==> src/rtl/usart_host_seq.sv <==
// usart_host_seq: bus master for the on-chip 8251-style USART.
// After reset it writes the mode and command words. It then polls status
// continuously and clears error flags when any are reported. Received
// bytes are drained to a single sink. Two byte requesters share the
// transmitter under round-robin arbitration.
// Each access is a STROBE clken-cycle followed by a RECOVER clken-cycle.
// The state register names the access in flight. The strobing flag tells
// the two halves apart.

module usart_host_seq #(
    parameter logic [7:0] MODE_WORD = 8'h4E,
    parameter logic [7:0] CMD_WORD  = 8'h07
) (
    input  logic       clk,
    input  logic       reset_n,
    input  logic       clken,
    output logic       u_cs_n,
    output logic       u_rd_n,
    output logic       u_wr_n,
    output logic       u_c_d,
    output logic [7:0] u_dout,
    input  logic [7:0] u_din,
    input  logic       tx0_valid,
    input  logic       tx1_valid,
    input  logic [7:0] tx0_data,
    input  logic [7:0] tx1_data,
    output logic       tx0_ack,
    output logic       tx1_ack,
    output logic       rx_valid,
    output logic [7:0] rx_data,
    output logic       init_done,
    output logic [7:0] err_cnt
);

    typedef enum logic [2:0] {
        INIT_MODE,
        INIT_CMD,
        POLL,
        RD_DATA,
        WR_DATA,
        ERR_CLR
    } state_t;

    state_t     state, state_d;
    logic       strobing, strobing_d;
    logic       grant, grant_d;
    logic       last_grant, last_grant_d;
    logic       cs_n_d, rd_n_d, wr_n_d, c_d_d;
    logic [7:0] dout_d, rx_data_d, err_cnt_d;
    logic       init_done_d, ack0_d, ack1_d, rx_valid_d;

    // Status bits 7:6 and 2 carry nothing this sequencer acts on.
    logic       unused_din;
    assign unused_din = ^{u_din[7:6], u_din[2]};

    // Next-state logic: the edge that leaves RECOVER opens the STROBE of the current state's access.
    // The edge that leaves STROBE samples data, fires pulses and picks the next access.
    always_comb begin
        state_d      = state;
        strobing_d   = strobing;
        grant_d      = grant;
        last_grant_d = last_grant;
        cs_n_d       = u_cs_n;
        rd_n_d       = u_rd_n;
        wr_n_d       = u_wr_n;
        c_d_d        = u_c_d;
        dout_d       = u_dout;
        rx_data_d    = rx_data;
        err_cnt_d    = err_cnt;
        init_done_d  = init_done;
        ack0_d       = 1'b0;
        ack1_d       = 1'b0;
        rx_valid_d   = 1'b0;
        if (!strobing) begin
            strobing_d = 1'b1;
            cs_n_d     = 1'b0;
            case (state)
                INIT_MODE: begin
                    wr_n_d = 1'b0;
                    c_d_d  = 1'b1;
                    dout_d = MODE_WORD;
                end
                INIT_CMD: begin
                    wr_n_d = 1'b0;
                    c_d_d  = 1'b1;
                    dout_d = CMD_WORD;
                end
                POLL: begin
                    rd_n_d = 1'b0;
                    c_d_d  = 1'b1;
                end
                RD_DATA: begin
                    rd_n_d = 1'b0;
                    c_d_d  = 1'b0;
                end
                WR_DATA: begin
                    wr_n_d = 1'b0;
                    c_d_d  = 1'b0;
                    dout_d = grant ? tx1_data : tx0_data;
                end
                ERR_CLR: begin
                    wr_n_d = 1'b0;
                    c_d_d  = 1'b1;
                    dout_d = CMD_WORD | 8'h10;
                end
                default: ;
            endcase
        end else begin
            strobing_d = 1'b0;
            cs_n_d     = 1'b1;
            rd_n_d     = 1'b1;
            wr_n_d     = 1'b1;
            state_d    = POLL;
            case (state)
                INIT_MODE: state_d = INIT_CMD;
                INIT_CMD:  init_done_d = 1'b1;
                POLL: begin
                    if (|u_din[5:3]) begin
                        state_d = ERR_CLR;
                    end else if (u_din[1]) begin
                        state_d = RD_DATA;
                    end else if (u_din[0] && (tx0_valid || tx1_valid)) begin
                        state_d = WR_DATA;
                        if (tx0_valid && tx1_valid) begin
                            grant_d = ~last_grant;
                        end else begin
                            grant_d = tx1_valid;
                        end
                        last_grant_d = grant_d;
                    end
                end
                RD_DATA: begin
                    rx_data_d  = u_din;
                    rx_valid_d = 1'b1;
                end
                WR_DATA: begin
                    ack0_d = ~grant;
                    ack1_d = grant;
                end
                ERR_CLR: begin
                    if (err_cnt != 8'hFF) begin
                        err_cnt_d = err_cnt + 8'd1;
                    end
                end
                default: ;
            endcase
        end
    end

    // State register: everything advances on clken edges. Pulses drop on the next clk edge even without clken.
    always_ff @(posedge clk or negedge reset_n) begin
        if (!reset_n) begin
            state      <= INIT_MODE;
            strobing   <= 1'b0;
            grant      <= 1'b0;
            last_grant <= 1'b1;
            u_cs_n     <= 1'b1;
            u_rd_n     <= 1'b1;
            u_wr_n     <= 1'b1;
            u_c_d      <= 1'b1;
            u_dout     <= 8'h00;
            rx_data    <= 8'h00;
            err_cnt    <= 8'h00;
            init_done  <= 1'b0;
            tx0_ack    <= 1'b0;
            tx1_ack    <= 1'b0;
            rx_valid   <= 1'b0;
        end else begin
            tx0_ack  <= clken ? ack0_d : 1'b0;
            tx1_ack  <= clken ? ack1_d : 1'b0;
            rx_valid <= clken ? rx_valid_d : 1'b0;
            if (clken) begin
                state      <= state_d;
                strobing   <= strobing_d;
                grant      <= grant_d;
                last_grant <= last_grant_d;
                u_cs_n     <= cs_n_d;
                u_rd_n     <= rd_n_d;
                u_wr_n     <= wr_n_d;
                u_c_d      <= c_d_d;
                u_dout     <= dout_d;
                rx_data    <= rx_data_d;
                err_cnt    <= err_cnt_d;
                init_done  <= init_done_d;
            end
        end
    end

endmodule
==> config.mk <==
export PLATFORM = sky130hd
export DESIGN_NAME = usart_host_seq
export DESIGN_NICKNAME = d
export VERILOG_FILES = /design/src/rtl/usart_host_seq.sv
export SDC_FILE = /design/constraint.sdc
export NUM_CORES = 1
export LEC_CHECK = 0
export BUFFER_PORTS_ARGS = -buffer_cell sky130_fd_sc_hd__buf_2
export CAP_MARGIN = 20
export CORE_ASPECT_RATIO = 0.6
export CORE_MARGIN = 1.5
export CORE_UTILIZATION = 45
export DETAILED_ROUTE_END_ITERATION = 10
export GPL_ROUTABILITY_DRIVEN = 0
export HOLD_SLACK_MARGIN = 0.03
export PLACE_DENSITY = 0.8
export SKIP_CTS_REPAIR_TIMING = 1
export SYNTH_ARGS = -nofsm -noshare
export SYNTH_HDL_FRONTEND = slang
export SYNTH_SLANG_ARGS = --single-unit
==> constraint.sdc <==
create_clock -name clk -period 3.62 [get_ports clk]
set_input_delay 0.543 -clock clk [delete_from_list [all_inputs] [get_ports clk]]
set_output_delay 0.543 -clock clk [all_outputs]
set_load 0.05 [all_outputs]
# [Word-level counts from Yosys, hierarchy flattened]
# Cells that the tools add are included.
[word_totals] regBits=38 inputBits=29 output_inout_bits=32 wordCells=72
[op_classes] addsub=1 eq_ne=6 mux=23 n_bitwise=5 reduce_logical=22
[ops] cell="8-bit case mux with 4 select lines" n=1
[ops] cell="1-bit two-way mux" n=16
[ops] cell="3-bit AND reduction" n=4
[ops] cell="3-bit two-way mux" n=3
[ops] cell="8-bit by 1-bit adder with 8-bit output, second input constant" n=1
[ops] cell="8-bit two-way mux" n=1
[ops] cell="8-bit != test, second input constant" n=1
[ops] cell="4-bit OR reduction" n=2
[ops] cell="3-bit by 2-bit == test with 1-bit output, second input constant" n=2
[ops] cell="3-bit == test, second input constant" n=2
[ops] cell="3-bit case mux with 2 select lines" n=1
[ops] cell="2-bit AND reduction" n=3
[ops] cell="6-bit AND reduction" n=1
[ops] cell="2-bit nonzero test" n=3
[ops] cell="1-bit NOT" n=5
[ops] cell="4-bit AND reduction" n=1
[ops] cell="4-bit nonzero test" n=1
[ops] cell="2-bit OR reduction" n=2
[ops] cell="3-bit by 1-bit == test with 1-bit output, second input constant" n=1
[ops] cell="3-bit zero test" n=1
[ops] cell="3-bit OR reduction" n=1
[ops] cell="1-bit logical AND" n=2
[ops] cell="1-bit case mux with 2 select lines" n=1
[ops] cell="1-bit logical OR" n=1

# [Logic depth before layout (Yosys ltp)]
[depth] ltp_word=6 ltp_mapped=6 mapped_depth_nobuf=5

# [Worst setup path before layout]
# Ideal clock, no wire load.
[synth_path] path_type="register to register" from="register err_cnt[0]" to="register err_cnt[1]" setup_time_ns=0.128 arrival_ns=1.747 t_required_ns=3.492 setup_slack_ns=1.746 stages_incl_launch_ff=7 n_path_buf=1 synth_period_minus_slack_ns=1.874 path_cell_list="dfrtp_1 > ha_1 > and2_1 > clkbuf_1 > nand3_1 > nand2_1 > mux2_1"
[synth_between] elab_chain_len=2
[synth_rtl] element="from (decl)" line_no="32" text="output logic [7:0] err_cnt"
[synth_rtl] element="from (signal assigned)" line_no="183" text="err_cnt <= err_cnt_d;"
[synth_rtl] element="branches (longest 2 deep; another with 8-bit by 1-bit adder with 8-bit output)"
# Parallel ways; which one is timed is not known.
# A chain may end at the register's enable or synchronous reset.

# [Worst setup path in the final report]
[layout_path] from="register state[0]" to="register err_cnt[5]"
[layout_between] elab_chain_len=2
[layout_rtl] element="from (decl)" line_no="44" text="state_t state, state_d;"
[layout_rtl] element="from (signal assigned)" line_no="173" text="state <= state_d;"
[layout_rtl] element="3-bit == test" line_no="114" text="case (state)"
[layout_rtl] element="4-bit AND reduction (no line)"
# Every way passes these cells.

==> impl_metrics.yaml <==
routing:
  routedWlPerCell_um: 13.8
  route.met2.wl_mm: 1.52
  top_layer: "met3"
  drt-vias-per-instance: 5.09
  ant_nets: 0
  drtIter0Drc: 79
  route.layer.met1.wl_mm: 1.88
  via_count: 1324
  dr.pass1.iters: 4
  drt_wl_total_mm: 3.59
  wl_met3_um: 183
  drc: 0
layout:
  fill_cells: 319
  area_growth_pct: 24.4
  fin_nets: 243
  layoutNonFillerInstCount: 260
  diodes: 0
  drive_gt1_share_pct: 40.8
grt:
  grt-ovfl-total: 0
  grt_pass1_vias: 1286
  grt_pass1_wl_mm: 6.00
  antenna_found_initial: 0
  grt_max_degree: 39
  grt_usage_pct: 17.8
die:
  initial_core_util_pct: 47.8
  die-area_sq_um: 4380
  core-area_sq_um: 3740
  row_count: 17
  ios: 61
  die_y_um: 51.8
  fp.dieW_um: 84.4
cts:
  cts_max_path_buffers: 2
  worstSkewPairLatency_ps: 280
  cts.htree.levels: 2
  clk_pin_slew_ps: 70
  cts.sinks: 38
  cts_tree: "built"
  cts_made_buffers: 5
  cts_root_buf: "clkbuf_8"
timing:
  relSlewSlack_pct: 45.5
  layout_min_cycle_time_ps: 1680
  whs_ps: 352
  tightest_slew_ps: 817
  rsz0062_at_grt: "false"
  finalMaxSlewViolations: 0
  max_freq_mhz: 594
  finalClockSkew_ps: 8.69
  finalCritPeriodShare_pct: 46.5
  setup_tns_ps: 0
  setup_viol: 0
  finalHoldViolCount: 0
min_path:
  hold_path.class: "in -> async"
placement:
  place_inst: 253
  hpwlAfterDp_mm: 2.64
  io_buffers: 60
synth:
  yosysTopAreaCellShare_pct: 46.2
  synthCells: 152
  synth_top_flop_cell: "dfrtp_1"
  synth_seq_cells: 38
  synthMostInstantiatedCell: "dfrtp_1"
  syn-mean-instance-area_sq_um: 11.8
  synth_top_area_cell: "dfrtp_1"
  ys_types: 46
  ys_warn_count: 0
  synth_common_cells: "dfrtp_1 (33), nand2_1 (15), mux2_4 (9)"
  syn-num-nets: 182
  syn_area_sq_um: 1790
  synth.yosys.seq_area_share_pct: 53.5
  synth_area_leaders: "dfrtp_1 (46%), mux2_4 (7.6%), dfstp_2 (7.3%)"
  synth_edf_count: 0
  synth-async-reset-ratio_pct: 100
flow_run:
  cap_violations: 0
pwr:
  p_leak_nw: 1.13
  p_per_area_nw_per_um2: 865
  vdd_drop_max_mv: 0.480
setup_path:
  required_ps: 3790
  cp-start-kind: "flop"
  end_kind: "flop"
  arrival_ps: 1860
  crit_fanout: 14
  crit_type: "reg -> reg"
run_status:
  status: "finished, final reports clean"
==> per-layer routing <==
layer / up-vias / track usage, %
met5: - / 0
met4: 0 / 4.84
met3: 0 / 4.92
met2: 37 / 26.4
met1: 625 / 25.9
li1: 662 / -
==> layout make-up <==
cell class	instances	area, sq um	area share (%)
clock buffers	6	82.6	3.71
clock inverters	1	30.0	1.35
inverters	5	18.8	0.843
multi-input cells	103	778	35.0
flip-flops and latches	38	957	43.0
well taps	47	58.8	2.64
repair buffers	60	300	13.5
==> state kept, by name, indices dropped and copies added, names as in the netlist, 3 cells and up <==
name,count
err_cnt,8
u_dout,8
rx_data,8
state,3
==> power by group <==
part           total (mW)  switching (mW)  leakage, nW  internal [mW]
Combinational       0.859           0.604        0.606          0.255
Clock               0.359           0.138       0.0573          0.220
Sequential          0.707           0.130        0.468          0.577
Total                1.92           0.872         1.13           1.05
==> worst max-delay path, stage by stage (launching register included) <==
cell      delay [ps]
dfrtp_1          680
nand4b_4         200
nor3_4           260
nand3_1          130
mux2_4           300
==> cell families (layout without fill, tap and decap cells) <==
| family | count (synthesis) | in the layout | share of synthesized area, % |
|---|---|---|---|
| compound gates | 27 | 27 | 9.72 |
| xor+xnor | 3 | 3 | 1.47 |
| fa+ha+maj | 1 | 1 | 0.699 |
| buf+inv | 11 | 72 | 3.01 |
| flops | 38 | 38 | 53.5 |
| mux | 21 | 21 | 14.6 |
| simple gates | 51 | 51 | 17.0 |
==> placed cells by master, fill, tap and decap left out, types with 3 or more instances in the layout <==
cell      count
buf_2        60
dfrtp_1      33
nand2_1      15
mux2_4        9
mux2i_1       7
nor2_1        7
a21oi_1       7
nand3_1       7
clkbuf_8      6
inv_1         5
dfstp_2       5
nor2b_1       4
o21ai_0       4
a211oi_1      4
mux2_1        4
a21o_1        3
==> metrics by stage <==
stage	power, mW	utilization [%]	instance area, sq um	setup WS, ps
global placement	1.56	56.5	2110	1890
floorplan	1.38	-	1790	1750
finish	1.92	59.5	2230	1940
detailed placement	1.57	56.5	2110	1850
CTS	1.94	59.5	2230	1940
global route	2.03	59.5	2230	1790
==> path summary, 6_finish.rpt <==
| check | endpoint | start | slack (ps) | cells after the start |
|---|---|---|---|---|
| max | err_cnt[5] | state[0] | 1940 | 4 |
| min | err_cnt[6] | reset_n | 350 | 1 |
| max reg2reg | err_cnt[5] | state[0] | 1940 | 4 |
| min reg2reg | u_rd_n | u_rd_n | 460 | 2 |
| max in group asynchronous | rx_data[5] | reset_n | 2750 | 1 |
| min in group clk | u_rd_n | u_rd_n | 460 | 2 |
Power figures use the tool's default switching activity.
